File: src/rtl/ppi_mul_add_if.sv
`default_nettype none
// ============================================================================
// Module : ppi_mul_add_if
// Brief  : Sample/enable/result bundle between filt_ppi control and the MAC core
// Rev    : 1.0  initial release
// ============================================================================
interface ppi_mul_add_if #(
  parameter int gp_interpolation_factor = 4,
  parameter int gp_idata_width          = 8,
  parameter int c_sum_out_width         = 18
);
  logic                                                i_ena;
  logic [gp_interpolation_factor*gp_idata_width-1:0]  i_data;
  logic [gp_interpolation_factor*c_sum_out_width-1:0] o_data;

  modport master (output i_ena, output i_data, input  o_data);
  modport slave  (input  i_ena, input  i_data, output o_data);
endinterface
`default_nettype wire

File: src/rtl/ppi_mul_add.sv
`default_nettype none
// ============================================================================
// Module : ppi_mul_add
// Brief  : Polyphase interpolator MAC array, one transposed-form FIR per phase
// Rev    : 1.0  initial release
// ============================================================================
module ppi_mul_add #(
  parameter int gp_interpolation_factor = 4,
  parameter int gp_coeff_length         = 16,
  parameter int gp_idata_width          = 8,
  parameter int gp_coeff_width          = 8,
  parameter logic [gp_coeff_length*gp_coeff_width-1:0] gp_coeffs = {
    8'sd16, 8'sd15, 8'sd14, 8'sd13, 8'sd12, 8'sd11, 8'sd10, 8'sd9,
    8'sd8,  8'sd7,  8'sd6,  8'sd5,  8'sd4,  8'sd3,  8'sd2,  8'sd1}
) (
  input  logic          i_clk,
  input  logic          i_rst_an,
  ppi_mul_add_if.slave  bus
);

  localparam int c_l             = gp_interpolation_factor;
  localparam int c_col           = gp_coeff_length / gp_interpolation_factor;
  localparam int c_mul_out_width = gp_idata_width + gp_coeff_width;
  localparam int c_sum_out_width = c_mul_out_width + $clog2(c_col);
  localparam int c_reg_out_width = c_sum_out_width;
  localparam int c_reg_cols      = (c_col > 1) ? c_col - 1 : 1;

  // Flattened buses, element index z = c*L + r
  logic [c_l*c_col*c_mul_out_width-1:0]      w_mul;
  logic [c_l*c_col*c_sum_out_width-1:0]      w_sum;
  logic [c_l*c_reg_cols*c_reg_out_width-1:0] w_reg;

  for (genvar r = 0; r < c_l; r++) begin : g_row
    logic signed [gp_idata_width-1:0]  lane;
    logic signed [c_sum_out_width-1:0] out_q;

    assign lane = bus.i_data[r*gp_idata_width +: gp_idata_width];

    for (genvar c = 0; c < c_col; c++) begin : g_col
      localparam int z = c*c_l + r;
      logic signed [gp_coeff_width-1:0]  coef;
      logic signed [c_mul_out_width-1:0] prod;
      logic signed [c_sum_out_width-1:0] prod_ext;

      assign coef     = gp_coeffs[z*gp_coeff_width +: gp_coeff_width];
      assign w_mul[z*c_mul_out_width +: c_mul_out_width] = lane * coef;
      assign prod     = w_mul[z*c_mul_out_width +: c_mul_out_width];
      assign prod_ext = prod;

      if (c < c_col - 1) begin : g_acc
        logic signed [c_reg_out_width-1:0] acc_q;
        logic signed [c_reg_out_width-1:0] acc;

        assign acc = w_reg[z*c_reg_out_width +: c_reg_out_width];
        assign w_sum[z*c_sum_out_width +: c_sum_out_width] = prod_ext + acc;

        // Each tap register takes the partial sum of the column to its right
        always_ff @(posedge i_clk or negedge i_rst_an) begin
          if (!i_rst_an) begin
            acc_q <= '0;
          end else if (bus.i_ena) begin
            acc_q <= w_sum[(z+c_l)*c_sum_out_width +: c_sum_out_width];
          end
        end
        assign w_reg[z*c_reg_out_width +: c_reg_out_width] = acc_q;
      end else begin : g_last
        assign w_sum[z*c_sum_out_width +: c_sum_out_width] = prod_ext;
      end
    end

    always_ff @(posedge i_clk or negedge i_rst_an) begin
      if (!i_rst_an) begin
        out_q <= '0;
      end else if (bus.i_ena) begin
        out_q <= w_sum[r*c_sum_out_width +: c_sum_out_width];
      end
    end
    assign bus.o_data[r*c_sum_out_width +: c_sum_out_width] = out_q;
  end

  if (c_col == 1) begin : g_no_reg
    assign w_reg = '0;
  end

endmodule
`default_nettype wire

File: src/flat_wrapper.sv
// flat-port wrapper written by rule: the top's interface ports become plain ports
module ppi_mul_add_flat 
#(
  parameter int gp_interpolation_factor = 4,
  parameter int gp_coeff_length         = 16,
  parameter int gp_idata_width          = 8,
  parameter int gp_coeff_width          = 8,
  parameter logic [gp_coeff_length*gp_coeff_width-1:0] gp_coeffs = {
    8'sd16, 8'sd15, 8'sd14, 8'sd13, 8'sd12, 8'sd11, 8'sd10, 8'sd9,
    8'sd8,  8'sd7,  8'sd6,  8'sd5,  8'sd4,  8'sd3,  8'sd2,  8'sd1}
)
  (i_clk, i_rst_an, bus_i_ena, bus_i_data, bus_o_data);
  ppi_mul_add_if #(.gp_interpolation_factor(gp_interpolation_factor), .gp_idata_width(gp_idata_width), .c_sum_out_width((18))) bus_i ();
  input  logic i_clk;
  input  logic i_rst_an;
  input wire logic [$bits(bus_i.i_ena)-1:0] bus_i_ena;
  input wire logic [$bits(bus_i.i_data)-1:0] bus_i_data;
  output wire logic [$bits(bus_i.o_data)-1:0] bus_o_data;
  assign bus_i.i_ena = bus_i_ena;
  assign bus_i.i_data = bus_i_data;
  assign bus_o_data = bus_i.o_data;
  ppi_mul_add #(.gp_interpolation_factor(gp_interpolation_factor), .gp_coeff_length(gp_coeff_length), .gp_idata_width(gp_idata_width), .gp_coeff_width(gp_coeff_width), .gp_coeffs(gp_coeffs)) u_core (.i_clk(i_clk), .i_rst_an(i_rst_an), .bus(bus_i));
endmodule
File: config.mk
export PLATFORM = sky130hd
export DESIGN_NAME = ppi_mul_add_flat
export DESIGN_NICKNAME = d
export VERILOG_FILES = /design/src/rtl/ppi_mul_add_if.sv /design/src/rtl/ppi_mul_add.sv /design/src/flat_wrapper.sv
export SDC_FILE = /design/constraint.sdc
export NUM_CORES = 1
export LEC_CHECK = 0
export CAP_MARGIN = 40
export CORE_MARGIN = 8
export CORE_UTILIZATION = 35
export CTS_CLUSTER_SIZE = 14
export DETAILED_ROUTE_END_ITERATION = 7
export SLEW_MARGIN = 5
export SYNTH_ARGS = -nofsm -noshare
export SYNTH_HDL_FRONTEND = slang
export SYNTH_SLANG_ARGS = --single-unit
File: constraint.sdc
create_clock -name i_clk -period 6.6 [get_ports i_clk]
set_clock_uncertainty 0.05 [all_clocks]
set_input_delay 1.32 -clock i_clk [delete_from_list [all_inputs] [get_ports i_clk]]
set_output_delay 1.32 -clock i_clk [all_outputs]
set_load 0.05 [all_outputs]
# Word level (Yosys, flattened, before mapping)
# Cells that the tools add are included.
dict set report classes {
  n_addsub 12
  n_mul 11
}
# cell n
set op_table {}
lappend op_table {{$add A12 B18 Y18} 3}
lappend op_table {{$mul A8 B5 Y13 const B} 4}
lappend op_table {{$mul A8 B4 Y12 const B} 4}
lappend op_table {{$add A13 B13 Y14} 3}
lappend op_table {{$add A11 B18 Y18} 2}
lappend op_table {{$mul A8 B3 Y11 const B} 3}
lappend op_table {{$add A10 B18 Y18} 1}
lappend op_table {{$add A8 B18 Y18} 1}
lappend op_table {{$add A9 B18 Y18} 1}
lappend op_table {{$add A13 B12 Y14} 1}
dict set report word_totals {
  regBits 262
  output_inout_bits 72
}

# Logic depth before layout (Yosys ltp)
# Gate-level depths: netlist of run 1.
dict set report depth {
  ltp_word 2
  depth_mapped 17
  mapped_depth_nobuf 17
}

# Worst setup path after synthesis of run 1
# OpenSTA, ideal clock, no wires.
dict set report synth_path {
  path_kind {input -> register}
  start {input bus_i_data[23]}
  end {register u_core.g_row[2].g_col[1].g_acc.acc_q[11]}
  setup_time_ns 0.125
  t_arrival_ns 4.544
  slack_ns 1.882
  path_stages 15
  n_path_buf 1
  cell_sequence {clkbuf_1 > inv_1 > fa_1 > inv_1 > ha_1 > inv_1 > fa_1 > inv_1 > ha_1 > nor3_1 > o21ai_0 > a41oi_1 > o21bai_1 > xor2_1 > mux2_2}
}
dict set report synth_via {
  elab_chain_cells 2
}
# item line_no
set synth_lines {}
lappend synth_lines {{from (decl)} flat_wrapper.sv:17} ;# input wire logic [$bits(bus_i.i_data)-1:0] bus_i_data;
lappend synth_lines {{$mul A8 B5 Y13} ppi_mul_add.sv:46} ;# assign w_mul[z*c_mul_out_width +: c_mul_out_width] = lane * coef;
lappend synth_lines {{$add A13 B13 Y14} ppi_mul_add.sv:55} ;# assign w_sum[z*c_sum_out_width +: c_sum_out_width] = prod_ext + acc;
lappend synth_lines {{to (signal assigned)} ppi_mul_add.sv:62} ;# acc_q <= w_sum[(z+c_l)*c_sum_out_width +: c_sum_out_width];
lappend synth_lines {{to (decl)} ppi_mul_add.sv:51} ;# logic signed [c_reg_out_width-1:0] acc_q;
# No other way between the ends.
# A chain may end at the register's enable or synchronous reset.

# Final worst setup path of run 1
dict set report layout_path {
  start {input bus_i_data[21]}
  end {register u_core.g_row[2].g_col[0].g_acc.acc_q[14]}
}
dict set report layout_via {
  elab_chain_cells 2
}
# item line_no
set layout_lines {}
lappend layout_lines {{$mul A8 B4 Y12} ppi_mul_add.sv:46}
lappend layout_lines {{$add A12 B18 Y18} ppi_mul_add.sv:55}
lappend layout_lines {{to (signal assigned)} ppi_mul_add.sv:62}
lappend layout_lines {{to (decl)} ppi_mul_add.sv:51}
# No other way between the ends.

==> results.toml, run 1 <==
[timing]
slew_viol_final = 0
final_period_minus_worst_setup_slack_ns = 5.15
hold_ws_ns = 0.433
setup_viol = 0
relSlewSlack = 0.247
layout_setup_ws_ns = 1.45
fmax_mhz = 194
grt_setup_unrepaired = "false"
fin_crit_sh = 0.780
fin_tns_setup_ns = 0
hold_viol = 0
tightest_slew_ns = 1.13

[final_layout]
syn2layout_area_growth_pct = 14.2
drive_gt1_frac = 0.0883
antenna_cells = 0
nets = 2792

[detailed_routing]
ant_nets = 0
wl_mm = 50.8
dr_total_vias = 16500
via_per_inst = 5.22
routedWlPerCell_um = 16.1
drt_iter0_drc = 611
drtPass1Iterations = 5
drc = 0

[placement]
pre_cts_slack_ns = 0.853
place_congestion = 0.879
dp_hpwl_mm = 38.3
port_buffers = 103

[worst_setup_path]
startpoint_type = "input pin"
required_ns = 6.93
arrival_ns = 5.48
worstSetupEndpointType = "flip-flop"
worstSetupPathType = "input pin to flip-flop"
critPathMaxFanout = 7

[cts]
cts_max_level = 2
cts_resized = 0
cts_tree = "yes"
clock_sinks = 236
cts-root-buf = "clkbuf_16"
cts_buffers = 34
ctsHoldBuffers = 0
post-cts-setup-buffer-count = 0
cts.path.max_buffers = 3
clk_latency_ns = 0.54
clk_pin_slew_worst_paths_ns = 0.06

[floorplanning]
dieHeight_um = 264
die_area_um2 = 69500
core_um2 = 60500
num_rows = 90
start_util = 0.355
pin_count = 107
die_x_um = 264

[grt]
grt_pass1_wl_mm = 85.8
track_usage = 0.146
grt_pass1_vias = 17300
overflow = 0
grt_max_degree = 186
antenna_found_initial = 0

[synthesis]
ys_types = 86
netlist_area_um2 = 21400
synth_edf_count = 0
synthArstFlopShare = 1.00
avgSynthCellArea_um2 = 9.46
ys_ff_latch = 236
yosysWarnings = 0
syn_inst = 2268
synthFlopType = "dfrtp_1"
synth-seq-area-share = 0.275

[status]
outcome = "completed"

[run]
drv_cap = 0

[power]
peakVddDrop_uv = 285
leakagePower_nw = 11.4
p_per_area_nw_per_um2 = 512

[min_path]
hp-class = "flip-flop to flip-flop"
-- cells in the mapped netlist (36+ instances only) --
library cell	count	area share
a211oi_1	38	0.013
a21o_1	47	0.016
a21oi_1	141	0.033
clkbuf_1	46	0.0081
dfrtp_1	236	0.28
fa_1	78	0.073
ha_1	325	0.19
inv_1	276	0.048
mux2_2	118	0.062
nand2_1	115	0.020
nand3_1	36	0.0084
nor2_1	125	0.022
nor3_1	44	0.010
o21a_1	37	0.013
o21ai_0	122	0.028
xnor2_1	103	0.042
xor2_1	45	0.018
-- power breakdown --
group	total (mW)	switching, mW	internal (mW)
combinational	8.08	4.62	3.46
clock	1.96	0.716	1.24
sequential	2.51	0.390	2.12
total	12.5	5.72	6.82
-- placed cells by master (no fill, tap or decap), drive strengths merged, types with 45 or more instances in the layout --
cell / Yosys / final
mux2: 119 / 119
o21ai: 137 / 137
a21o: 47 / 47
clkdlybuf4s50: 0 / 101
xnor2: 103 / 103
nor2: 125 / 125
dfrtp: 236 / 236
nand2: 115 / 115
clkbuf: 47 / 49
ha: 325 / 325
a21oi: 142 / 142
fa: 78 / 78
xor2: 45 / 45
inv: 276 / 278
-- per-layer routing --
metal | vias up | track usage | wire (um)
li1 | 8196 | - | -
met1 | 7971 | 0.185 | 23600
met2 | 251 | 0.256 | 24300
met3 | 83 | 0.0244 | 1760
met4 | 0 | 0.0368 | 1120
met5 | - | 0 | 0
-- area by class of cell --
class / instances / area (um2)
clock buffer: 49 / 1030
clock inverter: 11 / 161
fill: 5881 / 36000
inverter: 277 / 1040
multi-input combinational: 1695 / 14300
sequential: 236 / 5910
tap: 782 / 978
timing repair buffer: 110 / 1120
-- cell families after synthesis --
kind of cell,after synthesis,synth area share
compound gates,581,0.179
simple gates,430,0.0949
fa+ha+maj,403,0.262
buf+inv,339,0.0600
flops,236,0.275
xor+xnor,148,0.0604
mux,130,0.0676
other cells,1,0.000175
-- registers in the layout, indices dropped and copies added (netlist names) --
name                          count
u_core.g_row.g_col.g_acc.acc    167
u_core.g_row.out_q               69
-- per-stage QoR --
stage          cells  cell area [um2]   util  power, mW
2_1_floorplan   2270            21500      -       8.62
3_3_place_gp    3100            23300  0.385       10.4
3_5_place_dp    3100            23300  0.385       10.6
4_1_cts         3160            24500  0.405       12.7
5_1_grt         3160            24500  0.405       13.7
6_report        3160            24500  0.405       12.5
-- final timing paths --
check                                                           start                                     end  slack (ns)  cells after the start
min in group asynchronous                                    i_rst_an               u_core.g_row[1].out_q[10]        0.71                      1
max in group asynchronous                                    i_rst_an                u_core.g_row[2].out_q[0]        4.44                      2
worst max register to register  u_core.g_row[2].g_col[2].g_acc.acc[4]  u_core.g_row[2].g_col[1].g_acc.acc[11]        3.06                     12
worst max-delay path                                   bus_i_data[21]  u_core.g_row[2].g_col[0].g_acc.acc[14]        1.45                     15
worst min register to register               u_core.g_row[3].out_q[6]                u_core.g_row[3].out_q[6]        0.43                      1
worst min-delay path                         u_core.g_row[3].out_q[6]                u_core.g_row[3].out_q[6]        0.43                      1
-- critical path: stages --
cell	delay, ns
clkdlybuf4s50_1	0.68
inv_1	0.24
ha_1	0.39
inv_1	0.08
fa_1	0.54
inv_1	0.06
fa_1	0.51
inv_1	0.04
ha_1	0.35
a2111oi_0	0.40
o21a_1	0.22
nor3_1	0.10
a311oi_2	0.29
xnor2_1	0.16
a21oi_1	0.08
(Power assumes the default switching activity.)
==> run 2, diff against run 1 <==
==> constraint.sdc (replaced) <==
create_clock -name i_clk -period 4.34 [get_ports i_clk]
set_clock_uncertainty 0.05 [all_clocks]
set_input_delay 0.868 -clock i_clk [delete_from_list [all_inputs] [get_ports i_clk]]
set_output_delay 0.868 -clock i_clk [all_outputs]
set_load 0.05 [all_outputs]
==> results.toml, run 2 (synthesized netlist as in run 1, its figures left out) <==
[final_layout]
finalCoreUtilization = 0.430
stdcell_count = 3343
final_common_cell = "ha_1"
final_area_um2 = 26000
antenna_cells = 0
largest_register_ffs = 167
syn2layout_area_growth_pct = 21.3
nets = 2974
most-common-layout-cells = "ha_1, inv_1, dfrtp_1, buf_4, a21oi_1"
drive_gt1_frac = 0.158

[cts]
cts_tree = "yes"
clk_latency_ns = 0.54
clock_sinks = 236
ctsHoldBuffers = 0
cts.path.max_buffers = 3
cts_max_level = 2
cts_buffers = 34
clk_pin_slew_worst_paths_ns = 0.06
cts-root-buf = "clkbuf_16"

[placement]
place_area_um2 = 24700
port_buffers = 103
place_congestion = 0.861
placedCellCount = 3281
pre_cts_slack_ns = -0.460
dp_hpwl_mm = 40.6

[timing]
tightest_slew_ns = 0.770
final_period_minus_worst_setup_slack_ns = 4.28
hold_viol = 0
relSlewSlack = 0.487
fmax_mhz = 234
layout_setup_ws_ns = 0.0596
slew_viol_final = 0
setup_viol = 0
fin_crit_sh = 0.986

[floorplanning]
dieHeight_um = 264
die_area_um2 = 69500
num_rows = 90
start_util = 0.355
pin_count = 107
die_x_um = 264
core_um2 = 60500

[worst_setup_path]
regToRegSetupSlack_ns = 0.86
worstSetupPathType = "input pin to flip-flop"
slowest_delay_ns = 0.51
required_ns = 4.68
crit-reg2reg-capture = "u_core.g_row[2].g_col[1].g_acc.acc[12]"
crit_chain = "clkdlybuf4s50_1 -> buf_4 -> ha_1 -> fa_1 -> inv_1 -> fa_1 -> inv_1 -> ha_1 -> a2111oi_2 -> o21a_1 -> nor3_2 -> a311oi_2 -> xnor2_1 -> a21oi_1"
critPathMaxFanout = 4
arrival_ns = 4.62
r2r_cells = 13
startpoint_type = "input pin"
worstSetupEndpointType = "flip-flop"
cpMaxStageDelayCell = "fa_1"
r2r_start = "u_core.g_row[2].g_col[2].g_acc.acc[4]"

[power]
comb_power_share = 0.661
p_sw_frac = 0.446
peakVddDrop_uv = 424
power.internal_mw = 11.2
p_clk_frac = 0.150
p_per_area_nw_per_um2 = 776
leakagePower_nw = 12.3
p_seq_frac = 0.189
power_switching_mw = 9.00

[run]
drv_cap = 0

[detailed_routing]
routedWlPerCell_um = 15.9
drc = 0
drtPass1Iterations = 5
via_per_inst = 5.14
ant_nets = 0
dr_total_vias = 17200
drt_iter0_drc = 726
wl_mm = 53.1

[grt]
grt_pass1_vias = 17800
grt_pass1_wl_mm = 89.1
grt_max_degree = 109
overflow = 0
track_usage = 0.152
antenna_found_initial = 0

[status]
outcome = "completed"

[min_path]
hp-class = "input pin to asynchronous set/reset pin"
run 2: routing by layer:
layer	part of all wire	GRT usage	vias to the layer above
met4	0.021	0.0411	0
met2	0.49	0.267	235
met1	0.46	0.192	8314
li1	-	-	8554
met5	0	0	-
met3	0.034	0.0234	64
run 2: worst max path at each step:
stage	endpoint	depth (start not counted)	slack [ns]	from
after floorplan	u_core.g_row[2].g_col[1].g_acc.acc[11]	15	0.07	bus_i_data[23]
after global placement	u_core.g_row[2].g_col[0].g_acc.acc[12]	13	-0.37	bus_i_data[18]
after detailed placement	u_core.g_row[2].g_col[0].g_acc.acc[14]	15	-0.46	bus_i_data[21]
after CTS	u_core.g_row[2].g_col[0].g_acc.acc[14]	15	0.12	bus_i_data[21]
after global routing	u_core.g_row[2].g_col[0].g_acc.acc[14]	14	-0.06	bus_i_data[19]
final	u_core.g_row[2].g_col[0].g_acc.acc[14]	14	0.06	bus_i_data[19]
run 2: timing repair:
action	4_1_cts	5_1_grt
setup buffers	0	1
resized for setup	0	25
endpoints found under the setup margin	0	15
run 2: final cells by class:
class                   count  area, um2
multi-input cells        1695      14300
well taps                 782        978
fillers                  5830      34400
inverters                 277       1040
clock inverters            10        183
flip-flops and latches    236       5910
repair buffers            292       2540
clock buffers              51       1030
run 2: per-stage QoR:
step / power (mW) / hold slack, ns / TNS (ns)
after global routing: 22.0 / 0.329 / -0.0599
final: 20.2 / 0.295 / 0
after floorplan: 13.1 / 0.406 / 0
after global placement: 16.7 / 0.417 / -8.13
after CTS: 20.2 / 0.291 / 0
after detailed placement: 17.0 / 0.422 / -10.22
run 2: power by group through the flow:
stage	clock (mW)	sequential (mW)	combinational, mW
detailed placement	0	3.87	13.1
global placement	0	3.84	12.9
CTS	3.14	3.84	13.3
floorplan	0	4.78	8.33
global route	3.22	3.95	14.8
finish	3.02	3.82	13.4
run 2: critical path: cells and delay by family:
kind | cells | cell delay (ns)
AND/OR/NAND/NOR | 1 | 0.09
buffers and inverters | 4 | 0.80
XOR/XNOR | 1 | 0.16
adder cells (fa/ha/maj) | 4 | 1.61
AO/OA/AOI/OAI | 4 | 1.08
